## src/rtl/gray_code_counter.sv

```systemverilog
// Up/down binary counter with a registered Gray-code mirror, load, terminal count and wrap pulse.
// Optional build macro GRAY_SATURATE_EN: hold at the terminal value instead of wrapping.
module gray_code_counter #(
  parameter int WIDTH = 4
) (
  input  logic             clk,
  input  logic             rst_n,
  input  logic             en,
  input  logic             up,
  input  logic             load,
  input  logic [WIDTH-1:0] load_bin,
  output logic [WIDTH-1:0] bin,
  output logic [WIDTH-1:0] gray,
  output logic             tc,
  output logic             wrap
);

  localparam logic [WIDTH-1:0] ONE = WIDTH'(1);

  logic [WIDTH-1:0] bin_q, bin_d;
  logic [WIDTH-1:0] gray_q, gray_d;
  logic             wrap_q, wrap_d;
  logic [WIDTH-1:0] step_val;

  assign tc       = up ? (bin_q == '1) : (bin_q == '0);
  assign step_val = up ? (bin_q + ONE) : (bin_q - ONE);

  always_comb begin
    bin_d  = bin_q;
    wrap_d = 1'b0;
    if (load) begin
      bin_d = load_bin;
    end else if (en) begin
      wrap_d = tc;
`ifdef GRAY_SATURATE_EN
      if (!tc) bin_d = step_val;
`else
      bin_d = step_val;
`endif
    end
    // Encode from the next binary value so gray and bin update on the same edge.
    gray_d = bin_d ^ (bin_d >> 1);
  end

  always_ff @(posedge clk or negedge rst_n) begin
    if (!rst_n) begin
      bin_q  <= '0;
      gray_q <= '0;
      wrap_q <= 1'b0;
    end else begin
      bin_q  <= bin_d;
      gray_q <= gray_d;
      wrap_q <= wrap_d;
    end
  end

  assign bin  = bin_q;
  assign gray = gray_q;
  assign wrap = wrap_q;

endmodule

```

## config.mk

```make
export PLATFORM = sky130hd
export DESIGN_NAME = gray_code_counter
export DESIGN_NICKNAME = d
export VERILOG_FILES = /design/src/rtl/gray_code_counter.sv
export SDC_FILE = /design/constraint.sdc
export NUM_CORES = 1
export LEC_CHECK = 0
export ABC_CLOCK_PERIOD_IN_PS = 1900
export BUFFER_PORTS_ARGS = -buffer_cell sky130_fd_sc_hd__buf_4
export CORE_AREA = 5 5 42 44
export DETAILED_ROUTE_END_ITERATION = 8
export DIE_AREA = 0 0 47 49
export PLACE_DENSITY = 0.67
export SLEW_MARGIN = 20
export SYNTH_ARGS = -nofsm -noshare
export SYNTH_HDL_FRONTEND = slang
export SYNTH_SLANG_ARGS = --single-unit
```

## constraint.sdc

```tcl
create_clock -name clk -period 1.9 [get_ports clk]
set_input_delay 0.285 -clock clk [delete_from_list [all_inputs] [get_ports clk]]
set_output_delay 0.285 -clock clk [all_outputs]
set_load 0.005 [all_outputs]
```

# Word level (Yosys, flattened, before mapping)
# Index checks and enable logic that the tools add are counted.
# totals
in_bits	9
register_bits	9
# classes
reduce_logical	1
eq_ne	1
n_mux	6
add_sub_neg	2
bitwise_logic	1
# op_table
cell	count
$mux 4	3
$add 4x1->4 const B	1
$eq 4x4->1 const B	1
$logic_not 4->1	1
$sub 4x1->4 const B	1
$xor 4x3->4	1
$mux 1	3

# Longest topological paths before layout
# depth
ltp_word	5
ltp_mapped	6
mapped_depth_nobuf	6

# Worst setup path after synthesis
# OpenSTA, ideal clock, no wires.
# synth_path
kind	register -> register
from	register bin_q[2] (netlist: bin[2])
to	register gray_q[2] (netlist: gray[2])
path_slack_ns	0.274
stages_incl_launch_ff	6
synth_period_minus_slack_ns	1.626
setup_ns	0.132
arrival_ns	1.495
path_cell_list	dfrtp_1 -> ha_1 -> a21oi_1 -> a211oi_1 -> or3_4 -> xor2_1
# synth_between
elab_chain_cells	5
elab_cells_between_ends	6
classes_between	2 x add/sub; 3 x mux; 1 x bitwise
# synth_lines
item	line_no	text
start: declaration	20	logic [WIDTH-1:0] bin_q, bin_d;
start signal: assignment	51	bin_q <= bin_d;
$sub 4x1->4 or $add 4x1->4 (tied branches)	26	assign step_val = up ? (bin_q + ONE) : (bin_q - ONE);
$mux 4 (*)	26	
$mux 4 (*)	33	end else if (en) begin
$mux 4 (*)	31	if (load) begin
net bin_d[3]	20	
$xor 4x3->4 (*)	42	gray_d = bin_d ^ (bin_d >> 1);
net gray_d[2]	21	logic [WIDTH-1:0] gray_q, gray_d;
end signal: assignment	52	gray_q <= gray_d;
end: declaration	21	
# Mark *: on every way through the listed nets, which the timed path passes. The rest lies on a longest branch.

# Final worst setup path
# Ends and elaborated chain as after synthesis.

==> impl_metrics.json <==
{
  "run_status": "finished clean",
  "tritoncts.num_buffers": 3,
  "avgSynthCellArea_um2": 10.84,
  "grt_pass1_wl_um": 1669,
  "worst_setup_hold_path_clk_slew_ns": 0.05,
  "routabilityCongestion": 0.7450,
  "synth.yosys.warnings": 0,
  "place.detailed.hpwl_um": 853.2,
  "drc": 0,
  "final_period_minus_worst_setup_slack_ns": 1.666,
  "cp_slowest_stage_delay_ns": 0.39,
  "tot_gr_track_use_pct": 10.23,
  "drt-wirelength-per-cell_um": 12.49,
  "fillCellCount": 150,
  "timing.hold.worst.class": "in -> reg",
  "p_total_uw": 551.1,
  "largest_net_degree_at_the_start_of_global_routing": 10,
  "final.setup.worst_slack_ns": 0.2342,
  "netlist_top_cells_count": "sky130_fd_sc_hd__dfrtp_1 (8), sky130_fd_sc_hd__xnor2_1 (4), sky130_fd_sc_hd__nand2_1 (3)",
  "finalClockSkew_ns": 0.0006083,
  "achievable-frequency_mhz": 600.3,
  "ff_to_ff_setup_slack_ns": 0.23,
  "final_min_period_over_clock_period_pct": 87.67,
  "first_pass_iters": 3,
  "worstPathArrival_ns": 1.79,
  "power_density_nw_per_um2": 861.9,
  "mapped_area_um2": 455.4,
  "hold_depth": 3,
  "synthesis.nets": 54,
  "cts.root.buffer_cell": "sky130_fd_sc_hd__clkbuf_4",
  "initial_antenna_violation_count": 0,
  "postSynthRegisterBits": 8,
  "async_reset_ff_share_pct": 100.0,
  "wirelength_um": 999,
  "drt.antenna.violating_nets": 0,
  "start_util_pct": 32.50,
  "most_frequent_cell_after_synthesis": "sky130_fd_sc_hd__dfrtp_1",
  "grt.overflow.total": 0,
  "critical_path_required_ns": 2.02,
  "worst_hold_slack_ns": 0.3127,
  "clk_path_buf_depth": 2,
  "cp-end-kind": "flop",
  "synth.top_cells.by_area": "sky130_fd_sc_hd__dfrtp_1 (44%), sky130_fd_sc_hd__xnor2_1 (7.7%), sky130_fd_sc_hd__ha_1 (5.5%)",
  "tritoncts_num_sinks": 8,
  "area_of_the_die_um2": 2303,
  "detailroute.via_count": 381,
  "floorplan.die.width_um": 47,
  "setup.worst_path.class": "reg -> reg",
  "rsz_0062_raised_after_global_routing": "no",
  "r2r_cells": 5,
  "grt_pass1_vias": 384,
  "antenna_cells": 0,
  "cellLeakagePower_nw": 0.3137,
  "floorplan.die.height_um": 49,
  "yosys.cell_types.count": 23,
  "hold_viol": 0,
  "layout-drive-gt1-share_pct": 37.50,
  "place.port_buffers": 18,
  "timing_worst_slew_pin_value_ns": 0.3125,
  "critPathLaunchType": "flop",
  "yosys_most_used_dff": "sky130_fd_sc_hd__dfrtp_1",
  "num_rows": 14,
  "timing.setup.tns_ns": 0,
  "crit_slowest_cell": "sky130_fd_sc_hd__dfrtp_1",
  "synth_edf_count": 0,
  "detail_route.vias_per_cell": 4.763,
  "ys_seq_area_share_pct": 43.96,
  "htree_levels": 1,
  "max_cap_violations": 0,
  "synth_area_leader_cell": "sky130_fd_sc_hd__dfrtp_1",
  "clk_latency_ns": 0.24,
  "placement.setup.worst_slack_ns": 0.05956,
  "drt-initial-drc-count": 7,
  "final_core_utilization_pct": 45.63,
  "core_region_area_um2": 1401,
  "timing.max_slew.rel_slack_pct": 79.03,
  "timing_max_transition_violations_final": 0,
  "critical_path.cell_chain": "ha_1 -> a21oi_1 -> a211oi_1 -> or3_4 -> xor2_1",
  "num-nets-final": 78,
  "area_delta_synth_final_pct": 40.38,
  "number_of_instances_in_the_synthesized_netlist": 42,
  "fraction_of_post_synthesis_cell_area_in_the_top_cell_type_by_area_pct": 43.96,
  "ir_worst_vdd_uv": 461.5,
  "max_fo_critical_path": 3,
  "total_of_endpoints_with_negative_setup_slack_in_the_final_report": 0,
  "design.portCount": 19,
  "cts_tree": "yes"
}
critical path, delay by kind of cell, from the launching register on:
kind                       cells  cell delay, ns
DFF                            1            0.39
and+or+nand+nor                1            0.39
xor gates and xnor gates       1            0.14
adders and majority gates      1            0.32
AOI/OAI and AO/OA              2            0.30
kinds of logic (layout without fill, tap and decap cells):
group | after synthesis | after routing | synth area share (%)
compound gates | 7 | 7 | 9.066
fa+ha+maj | 3 | 3 | 9.889
mux | 2 | 2 | 4.396
simple gates | 12 | 12 | 15.39
xor+xnor | 6 | 6 | 11.54
buf+inv | 4 | 26 | 5.770
flops | 8 | 8 | 43.96
sequential cells by signal, indices dropped and copies added (netlist names):
signal  cells
bin         4
gray        3
wrap        1
where the power goes:
group	internal, mW	total (mW)	switching, mW
clock	0.0719	0.124	0.0520
combinational	0.115	0.198	0.0834
sequential	0.204	0.229	0.0247
total	0.391	0.551	0.160
cells in the final DEF (no fill, tap or decap), types with 2 or more instances in the layout:
cell                        n
sky130_fd_sc_hd__mux2i_1    2
sky130_fd_sc_hd__buf_4     20
sky130_fd_sc_hd__o21ai_0    2
sky130_fd_sc_hd__ha_1       2
sky130_fd_sc_hd__clkbuf_4   3
sky130_fd_sc_hd__a21oi_1    2
sky130_fd_sc_hd__xor2_1     2
sky130_fd_sc_hd__nand2_1    3
sky130_fd_sc_hd__nor2_1     2
sky130_fd_sc_hd__xnor2_1    4
sky130_fd_sc_hd__inv_1      2
sky130_fd_sc_hd__dfrtp_1    8
final cells by class:
class                           count  area [um^2]  area share (%)
Clock buffer                        3        22.52           3.523
Tap cell                           16        20.02           3.131
Multi-Input combinational cell     30        229.0           35.81
Inverter                            2        7.507           1.174
Timing Repair Buffer               21        160.2           25.05
Sequential cell                     8        200.2           31.31
stage by stage:
stage	cells	area, um^2
after floorplan	42	455.4
after global placement	76	606.8
after detailed placement	76	606.8
after CTS	80	639.4
after global routing	80	639.4
final	80	639.4
timing repair:
item / CTS / global route
hold buffers: 1 / 0
gates resized for setup: 0 / 0
hold endpoints to repair: 8 / 0
buffers inserted: 0 / 0
routing by layer:
metal	routed length [um]	global-route usage (%)	share of wire (%)
met3	99	5.166	9.9
met5	0	0	0
met2	513	15.16	51
met4	17	5.530	1.7
met1	369	11.51	37
path summary, 6_finish.rpt:
path                        startpoint      end
max                             bin[2]  gray[2]
min                        load_bin[1]   bin[1]
max reg2reg                     bin[2]  gray[2]
min reg2reg                     bin[3]   bin[3]
max in group asynchronous        rst_n  gray[1]
min in group asynchronous        rst_n     wrap
No activity file was read; power rests on OpenSTA's default activity.
